<file path="config.mk">
export PLATFORM = sky130hd
export DESIGN_NAME = riscv_run_controller_flat
export DESIGN_NICKNAME = d
export VERILOG_FILES = /design/src/rtl/riscv_run_controller_pkg.sv /design/src/rtl/riscv_run_controller_if.sv /design/src/rtl/riscv_run_controller_pc_loop_detect.sv /design/src/rtl/riscv_run_controller.sv /design/src/flat_wrapper.sv
export SDC_FILE = /design/constraint.sdc
export NUM_CORES = 1
export LEC_CHECK = 0
export BUFFER_PORTS_ARGS = -buffer_cell sky130_fd_sc_hd__buf_2
export CAP_MARGIN = 20
export CELL_PAD_IN_SITES_DETAIL_PLACEMENT = 0
export CELL_PAD_IN_SITES_GLOBAL_PLACEMENT = 2
export CORE_MARGIN = 5
export CORE_UTILIZATION = 29
export DETAILED_ROUTE_END_ITERATION = 10
export GPL_TIMING_DRIVEN = 0
export PLACE_DENSITY = 0.85
export SLEW_MARGIN = 20
export SYNTH_ARGS = -nofsm -noshare
export SYNTH_HDL_FRONTEND = slang
export SYNTH_HIERARCHICAL = 1
export SYNTH_SLANG_ARGS = --single-unit
export TNS_END_PERCENT = 30
</file>
<file path="constraint.sdc">
create_clock -name clk -period 3.4 [get_ports clk]
set_input_delay 0 -clock clk [delete_from_list [all_inputs] [get_ports clk]]
set_output_delay 0 -clock clk [all_outputs]
set_load 0.02 [all_outputs]
</file>
<file path="src/rtl/riscv_run_controller_pkg.sv">
// riscv_run_pkg: shared constants for the RISC-V run/test controller.
//   - FSM state encoding (IDLE=0, RESET=1, RUN=2, DONE=3)
//   - result codes reported on the controller's result port
package riscv_run_pkg;

    localparam logic [1:0] ST_IDLE  = 2'd0;
    localparam logic [1:0] ST_RESET = 2'd1;
    localparam logic [1:0] ST_RUN   = 2'd2;
    localparam logic [1:0] ST_DONE  = 2'd3;

    localparam logic [2:0] RES_NONE    = 3'd0;
    localparam logic [2:0] RES_PASS    = 3'd1;
    localparam logic [2:0] RES_FAIL    = 3'd2;
    localparam logic [2:0] RES_TIMEOUT = 3'd3;
    localparam logic [2:0] RES_LOOP    = 3'd4;

endpackage

</file>
<file path="src/rtl/riscv_run_controller_if.sv">
// riscv_run_controller_if: core-side observation bus of the run controller.
//   pc        core program counter
//   mem_we    core data-memory write enable
//   mem_addr  core data-memory address
//   mem_wdata core data-memory write data
// master: the core (or a bench standing in for it) drives the bus.
// slave : the run controller samples it.
interface riscv_run_controller_if #(
    parameter int XLEN = 32
) ();

    logic [XLEN-1:0] pc;
    logic            mem_we;
    logic [XLEN-1:0] mem_addr;
    logic [XLEN-1:0] mem_wdata;

    modport master (
        output pc,
        output mem_we,
        output mem_addr,
        output mem_wdata
    );

    modport slave (
        input pc,
        input mem_we,
        input mem_addr,
        input mem_wdata
    );

endinterface

</file>
<file path="src/rtl/riscv_run_controller_pc_loop_detect.sv">
// pc_loop_detect: flags a core stuck on one PC.
//   clk, rst  clock and synchronous active-high reset
//   clear     restart detection (new run accepted)
//   en        sample pc this cycle (controller in RUN)
//   pc        core program counter
//   loop_hit  this cycle's pc completes LOOP_THRESH consecutive identical samples
module pc_loop_detect #(
    parameter int XLEN        = 32,
    parameter int LOOP_THRESH = 4
) (
    input  logic            clk,
    input  logic            rst,
    input  logic            clear,
    input  logic            en,
    input  logic [XLEN-1:0] pc,
    output logic            loop_hit
);

    localparam int LW = $clog2(LOOP_THRESH);
    // The counter holds (matches so far); the current matching sample would
    // bring it to LOOP_THRESH-1, so fire while it still reads LOOP_THRESH-2.
    localparam logic [LW-1:0] HIT_AT = LW'(LOOP_THRESH - 2);

    logic [XLEN-1:0] pc_prev;
    logic            prev_vld;
    logic [LW-1:0]   cnt;
    logic            same;

    assign same     = prev_vld && (pc == pc_prev);
    assign loop_hit = en && same && (cnt == HIT_AT);

    always_ff @(posedge clk) begin
        if (rst || clear) begin
            pc_prev  <= '0;
            prev_vld <= 1'b0;
            cnt      <= '0;
        end else if (en) begin
            pc_prev  <= pc;
            prev_vld <= 1'b1;
            cnt      <= same ? cnt + LW'(1) : '0;
        end
    end

endmodule

</file>
<file path="src/rtl/riscv_run_controller.sv">
// riscv_run_controller: run/test sequencer around a RISC-V core.
// Holds the core in reset, releases it, counts run cycles and ends the run on
// a tohost store (PASS/FAIL), a PC self-loop (LOOP) or a timeout (TIMEOUT).
//   clk, rst     clock and synchronous active-high reset
//   start        begin a run (accepted in IDLE or DONE)
//   core         observed core bus (pc, mem_we, mem_addr, mem_wdata)
//   core_rst_n   registered active-low reset to the core
//   busy / done  high in RESET or RUN / high in DONE
//   result       latched result code (riscv_run_pkg RES_*)
//   exit_code    mem_wdata>>1 on a tohost FAIL, else 0
//   cycle_count  RUN cycles elapsed, saturating
module riscv_run_controller
    import riscv_run_pkg::*;
#(
    parameter int              XLEN         = 32,
    parameter int              RESET_CYCLES = 2,
    parameter int              MAX_CYCLES   = 1000,
    parameter int              CNT_W        = 32,
    parameter logic [XLEN-1:0] TOHOST_ADDR  = XLEN'(32'h0000_0100),
    parameter int              LOOP_THRESH  = 4
) (
    input  logic                 clk,
    input  logic                 rst,
    input  logic                 start,
    riscv_run_controller_if.slave core,
    output logic                 core_rst_n,
    output logic                 busy,
    output logic                 done,
    output logic [2:0]           result,
    output logic [XLEN-1:0]      exit_code,
    output logic [CNT_W-1:0]     cycle_count
);

    localparam int            RW       = (RESET_CYCLES > 1) ? $clog2(RESET_CYCLES) : 1;
    localparam logic [RW-1:0] RST_LAST = RW'(RESET_CYCLES - 1);
    localparam logic [CNT_W-1:0] MAX_CNT = CNT_W'(MAX_CYCLES);

    function automatic logic [CNT_W-1:0] sat_inc(input logic [CNT_W-1:0] v);
        return (&v) ? v : v + CNT_W'(1);
    endfunction

    logic [1:0]       state;
    logic [RW-1:0]    rst_cnt;
    logic             in_run;
    logic             start_ok;
    logic             tohost_hit;
    logic             timeout_hit;
    logic             loop_hit;
    logic [CNT_W-1:0] cnt_next;

    assign in_run      = (state == ST_RUN);
    assign start_ok    = start && ((state == ST_IDLE) || (state == ST_DONE));
    assign cnt_next    = sat_inc(cycle_count);
    assign tohost_hit  = in_run && core.mem_we && (core.mem_addr == TOHOST_ADDR);
    // Timeout compares the count this edge will register, so the run ends
    // with cycle_count == MAX_CYCLES.
    assign timeout_hit = in_run && (cnt_next == MAX_CNT);

    assign busy = (state == ST_RESET) || (state == ST_RUN);
    assign done = (state == ST_DONE);

    pc_loop_detect #(
        .XLEN        (XLEN),
        .LOOP_THRESH (LOOP_THRESH)
    ) u_loop (
        .clk      (clk),
        .rst      (rst),
        .clear    (start_ok),
        .en       (in_run),
        .pc       (core.pc),
        .loop_hit (loop_hit)
    );

    always_ff @(posedge clk) begin
        if (rst) begin
            state       <= ST_IDLE;
            core_rst_n  <= 1'b0;
            result      <= RES_NONE;
            exit_code   <= '0;
            cycle_count <= '0;
            rst_cnt     <= '0;
        end else begin
            case (state)
                ST_IDLE, ST_DONE: begin
                    core_rst_n <= 1'b0;
                    if (start) begin
                        state       <= ST_RESET;
                        cycle_count <= '0;
                        result      <= RES_NONE;
                        exit_code   <= '0;
                        rst_cnt     <= '0;
                    end
                end
                ST_RESET: begin
                    if (rst_cnt == RST_LAST) begin
                        state      <= ST_RUN;
                        core_rst_n <= 1'b1;
                    end else begin
                        core_rst_n <= 1'b0;
                        rst_cnt    <= rst_cnt + RW'(1);
                    end
                end
                ST_RUN: begin
                    cycle_count <= cnt_next;
                    // Dropping core_rst_n on the event edge freezes the core.
                    if (tohost_hit) begin
                        state      <= ST_DONE;
                        core_rst_n <= 1'b0;
                        if (core.mem_wdata == XLEN'(1)) begin
                            result    <= RES_PASS;
                            exit_code <= '0;
                        end else begin
                            result    <= RES_FAIL;
                            exit_code <= core.mem_wdata >> 1;
                        end
                    end else if (loop_hit) begin
                        state      <= ST_DONE;
                        core_rst_n <= 1'b0;
                        result     <= RES_LOOP;
                    end else if (timeout_hit) begin
                        state      <= ST_DONE;
                        core_rst_n <= 1'b0;
                        result     <= RES_TIMEOUT;
                    end else begin
                        core_rst_n <= 1'b1;
                    end
                end
                default: begin
                    state      <= ST_IDLE;
                    core_rst_n <= 1'b0;
                end
            endcase
        end
    end

endmodule

</file>
<file path="src/flat_wrapper.sv">
// flat-port wrapper written by rule: the top's interface ports become plain ports
module riscv_run_controller_flat import riscv_run_pkg::*;
#(
    parameter int              XLEN         = 32,
    parameter int              RESET_CYCLES = 2,
    parameter int              MAX_CYCLES   = 1000,
    parameter int              CNT_W        = 32,
    parameter logic [XLEN-1:0] TOHOST_ADDR  = XLEN'(32'h0000_0100),
    parameter int              LOOP_THRESH  = 4
)
  (clk, rst, start, core_rst_n, busy, done, result, exit_code, cycle_count, core_pc, core_mem_we, core_mem_addr, core_mem_wdata);
  riscv_run_controller_if #(.XLEN(XLEN)) core_i ();
  input  logic clk;
  input  logic rst;
  input  logic start;
  output logic core_rst_n;
  output logic busy;
  output logic done;
  output logic [2:0] result;
  output logic [XLEN-1:0] exit_code;
  output logic [CNT_W-1:0] cycle_count;
  input wire logic [$bits(core_i.pc)-1:0] core_pc;
  input wire logic [$bits(core_i.mem_we)-1:0] core_mem_we;
  input wire logic [$bits(core_i.mem_addr)-1:0] core_mem_addr;
  input wire logic [$bits(core_i.mem_wdata)-1:0] core_mem_wdata;
  assign core_i.pc = core_pc;
  assign core_i.mem_we = core_mem_we;
  assign core_i.mem_addr = core_mem_addr;
  assign core_i.mem_wdata = core_mem_wdata;
  riscv_run_controller #(.XLEN(XLEN), .RESET_CYCLES(RESET_CYCLES), .MAX_CYCLES(MAX_CYCLES), .CNT_W(CNT_W), .TOHOST_ADDR(TOHOST_ADDR), .LOOP_THRESH(LOOP_THRESH)) u_core (.clk(clk), .rst(rst), .start(start), .core(core_i), .core_rst_n(core_rst_n), .busy(busy), .done(done), .result(result), .exit_code(exit_code), .cycle_count(cycle_count));
endmodule
</file>
Word level (Yosys, flattened, before mapping)

Cells that the tools add are included.

Register bits after elaboration: 106
Input port bits: 100
Output and inout bits: 70

Add/sub/neg operators: 3
Equality and inequality tests: 12
Mux-type cells: 27
Reduce and logical (&&, ||, !) cells: 20

Operator list:

| operator                                        | count |
|---|---|
| one-hot mux 32 bit (2 select lines)             | 2 |
| two-way mux 32 bit                              | 3 |
| adder 32 x 1 -> 32 bit, second input constant   | 1 |
| == test 32 x 1 -> 1 bit, second input constant  | 1 |
| == test 32 x 10 -> 1 bit, second input constant | 1 |
| == test 32 bit                                  | 1 |
| == test 32 x 9 -> 1 bit, second input constant  | 1 |
| AND reduction 32 bit                            | 1 |
| two-way mux 31 bit                              | 1 |
| two-way mux 2 bit                               | 7 |
| two-way mux 3 bit                               | 4 |
| AND reduction 3 bit                             | 3 |
| logical AND 1 bit                               | 7 |
| == test 2 bit, second input constant            | 3 |
| two-way mux 1 bit                               | 6 |
| one-hot mux 2 bit (3 select lines)              | 1 |
| one-hot mux 3 bit (2 select lines)              | 1 |
| != test 2 bit, second input constant            | 2 |
| != test 4 bit, second input constant            | 1 |
| AND reduction 2 bit                             | 2 |
| nonzero test 2 bit                              | 2 |
| logical OR 1 bit                                | 3 |
| one-hot mux 1 bit (3 select lines)              | 1 |
| adder 2 x 1 -> 2 bit, second input constant     | 1 |
| 6 further kinds                                 | 6 |

Logic depth before layout (Yosys ltp)

Depth after elaboration: 8
Mapped depth: 12

Hierarchy

Netlist, hierarchy kept.

By module, submodules not included:

| module               | times used | cells each | area each (um^2) | seq. area each (um^2) |
|---|---|---|---|---|
| riscv_run_controller | 1          | 577        | 4206.5           | 1401.3 |
| pc_loop_detect       | 1          | 175        | 1645.3           | 700.7 |

Worst setup path before layout

No wires, ideal clock.

Kind: flip-flop to flip-flop
Start point: reg u_core.cycle_count[7]
End point: reg u_core.result[1]
Library setup time: 115 ps
Arrival time: 3046 ps
Required time: 3285 ps
Slack: 239 ps
Stages on the path, launching flop included: 11
Buffers on the path: 1
Period minus slack after synthesis: 3161 ps
Cell sequence: dfxtp_1 buf_2 nand4_4 or4_4 or4_1 a221o_1 nor4b_2 nand4_1 o211ai_4 a21boi_0 o21ba_1

Word-level cells in the longest chain between the ends: 6

RTL lines:

| what                                                           | line                        | RTL |
|---|---|---|
| start, declared                                                | riscv_run_controller.sv:31  | `output logic [CNT_W-1:0] cycle_count` |
| start signal, assigned                                         | riscv_run_controller.sv:104 | `cycle_count <= cnt_next;` |
| adder 32 x 1 -> 32 bit or AND reduction 32 bit (tied branches) | riscv_run_controller.sv:39  | `return (&v) ? v : v + CNT_W'(1);` |
| two-way mux 32 bit (*)                                         | riscv_run_controller.sv:39  |  |
| == test 32 x 10 -> 1 bit (*)                                   | riscv_run_controller.sv:57  | `assign timeout_hit = in_run && (cnt_next == MAX_CNT);` |
| logical AND 1 bit (*)                                          | riscv_run_controller.sv:57  |  |
| != test 4 bit (no line) (*)                                    | n/a                         |  |
| AND reduction 3 bit (no line) (*)                              | n/a                         |  |
| end signal, assigned                                           | riscv_run_controller.sv:78  | `result <= RES_NONE;` |
| end signal, assigned                                           | riscv_run_controller.sv:89  | `result <= RES_NONE;` |
| end signal, assigned                                           | riscv_run_controller.sv:110 | `result <= RES_PASS;` |
| end, declared                                                  | riscv_run_controller.sv:29  | `output logic [2:0] result,` |

Mark *: on every way between the ends. The rest lies on a longest branch, timed or not.
A chain may end at the register's enable or synchronous reset.

Worst setup path after layout

Start point: reg u_core.cycle_count[15]
End point: reg u_core.result[0]

Same word-level chain as after synthesis.

==> summary.md <==
| Metric | Value |
|---|---|
| Die width | approximately 150 µm |
| TritonCTS buffer count | 9 |
| CTS sink count | between 100 and 150 |
| Max Clock Freq | ~0.3 GHz |
| Synth area leader | dfxtp_1 |
| Cell Rows | between 50 and 60 |
| Synthesis-to-finish area growth | 39.8% |
| Final net count | between 1000 and 1500 |
| Fin. Hold Viols | 0 |
| Max Fanout on Critical Path | 8 |
| Setup tns final | 0 ps |
| DRC violations left | 0 |
| Routability Congestion | roughly 0.9 |
| WHS Endpoint | u_core/result[0] |
| Post-DR wirelength/cell | about 17 µm |
| Initial Util | slightly below 30% |
| Largest cells by area after synthesis | dfxtp_1 (36%), nor2_1 (5.5%), mux2i_1 (5.5%), a21oi_1 (5.3%), nand2_1 (5.1%) |
| Worst reg-to-reg setup slack | between 100 and 150 ps |
| Commonest non-fill, non-tap cell in the layout | buf_2 |
| WHS | about 170 ps |
| Share of post-route cells with drive strength above 1 | 24.9% |
| Initial drt markers | 460 |
| Number of synthesis warnings | 6 |
| Critical R2R Capture | u_core/result[0] |
| FFs w/ async S/R, synth | 0% |
| Min-Delay Startpoint | core_mem_addr[12] |
| Routed WL | around 22000 µm |
| Critical Path End Type | flip-flop |
| Fin. max-slew vios | 0 |
| Final Core Density | 40.8% |
| Post-synth EDFFs | 0 |
| Layout Skew | 11.7 ps |
| Max-slew headroom | between 30% and 40% |
| Worst Hold Class | in2reg |
| Predominant post-synthesis flop cell | dfxtp_1 |
| Overall Global Routing Usage | 18.5% |
| Reg clk slew, reported paths | 70 ps |
| Cells after Synth | between 700 and 800 |
| Synth top area share | 35.9% |
| Final period utilization | a little over nine tenths |
| CTS tree | yes |
| Avg Inst Size Synth | between 7 and 8 µm² |
| Die boundary height | between 150 and 200 µm |
| RR Startpoint | u_core/cycle_count[15] |
| Dpl hpwl | between 15000 and 20000 µm |
| Worst slew pin tran | 1020 ps |
| Vias per cell | between 5 and 6 |
| Setup crit start kind | flip-flop |
| Worst skew pair latency | roughly 360 ps |
| FF+latch count, synth | between 100 and 150 |
| Final worst setup slack | between 100 and 150 ps |
| Max Buffers Root-to-Sink | 2 |
| Fill cells | roughly 2100 |
| Hold Path Depth | 6 |
| Sequential area share after synthesis | a little over a third |
| Area of the core | 20000 µm² |
| Placement Setup Slack | -255 ps |
| Max_cap viols | 0 |
| Initial DRT Pass Iterations | 5 |
| Worst EP arrival | between 3000 and 4000 ps |
| # setup viols final | 0 |
| Number of H-tree levels | 3 |
| DP Area | roughly 7000 µm² |
| PD cells | between 400 and 500 nW/µm² |
| Antenna Nets Post-Route | 0 |
| GRT overflow | 0 |
| Largest net degree at the start of global routing | 19 |
| Yosys cell types | 69 |
| Syn nets | 858 |
| Antenna Cells | 0 |
| Leakage power | approximately 3.1 nW |
| Worst EP required | about 3700 ps |
| Die area | around 23000 µm² |
| R2R cell count | 12 |
| Root buffer cell | clkbuf_16 |
| Initial antenna violation count | 0 |
| First-pass GRT wire length | roughly 35000 µm |
| Num ports | 170 |
| Vias in the first global route | 6258 |
| Number of port buffers | approximately 170 |
| Peak supply drop | approximately 230 µV |
| Finished layout cell area | 8180 µm² |
| Most frequent cells in the layout | buf_2 (177), dfxtp_1 (98), nor2_1 (86) |
| WS Path Type | reg2reg |
| Outcome | complete, no violations |
| Mapped Area | a little under 6000 µm² |
| Vias | roughly 6500 |
| Fin crit period | roughly 3300 ps |
[logic make-up (layout without fill, tap and decap cells)]
group                    count (synthesis)  in the layout  share of synthesized area (%)
flip-flops                             105            105                           35.9
adder cells (fa/ha/maj)                  6              6                           1.28
AO/OA/AOI/OAI                          160            160                           17.6
XOR/XNOR                                31             31                           4.64
other                                    1              1                         0.0641
AND/OR/NAND/NOR                        341            341                           29.7
multiplexers                            32             32                           5.47
buffers and inverters                   76            328                           5.32
[report_power, final]
group          leakage (nW)  internal [mW]  switching [mW]  total [mW]
registers             0.852           1.35          0.0722        1.42
logic                  2.14          0.454           0.893        1.35
clock network         0.143          0.578           0.511        1.09
[state kept, by name (all words and copies together), names as in the netlist]
register                count
u_core/cycle_count         32
u_core/result               3
u_core/rst_cnt              1
u_core/u_loop/prev_vld      1
u_core/u_loop/pc_prev      32
u_core/exit_code           31
u_core/state                2
u_core/u_loop/cnt           2
u_core/core_rst_n           1
[worst max-delay path: stages (launching register included)]
cell and delay [ps]:
dfxtp_1 320, clkbuf_2 210, nand4_1 200, or4_4 470, or4_4 450, a221o_1 320, nor4b_2 260, nand4_1 100
buf_4 170, o211ai_4 200, buf_12 140, nand2_2 50, o41ai_2 270
[Yosys cell counts (2+ instances only)]
cell,number
nand4_2,2
and4_1,5
nand4_1,19
a31oi_1,11
mux2i_1,32
nor2b_1,4
or2_2,2
nor3_1,19
nor4_1,24
xnor2_1,25
nand3_1,57
a22oi_1,2
or4_1,5
nand2_1,79
a21oi_1,62
nor2_1,86
and2_1,3
a311oi_1,19
a41oi_1,2
a21boi_0,2
clkbuf_1,40
and3_1,8
o31ai_1,4
or3_1,7
o211ai_1,2
nand2b_1,4
xor2_1,6
a211o_1,2
nor4b_1,3
ha_1,6
o2111ai_1,2
o21ai_1,3
o22ai_1,2
inv_1,17
buf_2,17
nor4_2,2
o21ai_0,30
dfxtp_1,105
a211oi_1,2
[layout make-up]
class | instances | area (µm²) | area share, %
Multi-Input combinational cell | 571 | 3540 | 43.3
Sequential cell | 105 | 2110 | 25.8
Timing Repair Buffer | 244 | 1580 | 19.3
Tap cell | 270 | 338 | 4.13
Buffer | 52 | 248 | 3.03
Clock buffer | 9 | 225 | 2.75
Clock inverter | 6 | 72.6 | 0.887
Inverter | 17 | 63.8 | 0.780
[worst max path at each step]
stage	from	cells after the start	slack (ps)	end
finish	u_core/cycle_count[15]	12	140	u_core/result[0]
floorplan	u_core/cycle_count[7]	10	240	u_core/result[1]
detailed placement	u_core/cycle_count[20]	10	-260	u_core/result[1]
CTS	u_core/cycle_count[15]	12	10	u_core/result[0]
global placement	u_core/cycle_count[0]	10	-280	u_core/result[0]
global route	u_core/cycle_count[7]	12	-20	u_core/result[0]
[through the flow]
| step | total power, mW | instances |
|---|---|---|
| 6_report | 3.85 | 1274 |
| 5_1_grt | 4.08 | 1274 |
| 4_1_cts | 3.88 | 1274 |
| 3_5_place_dp | 2.70 | 1190 |
| 3_3_place_gp | 2.71 | 1190 |
| 2_1_floorplan | 2.26 | 752 |
[what timing repair did]
action	in CTS	in global routing
pin swaps	5	5
hold endpoints to repair	64	0
setup buffers	7	5
hold buffers	64	0
resized for setup	15	26
endpoints found under the setup margin	6	35
[metal layers]
metal,track usage [%],wire length [µm]
met5,0,0
met2,30.9,10300
met1,24.0,9890
met3,4.41,1280
met4,4.75,350
(Power assumes the default switching activity.)
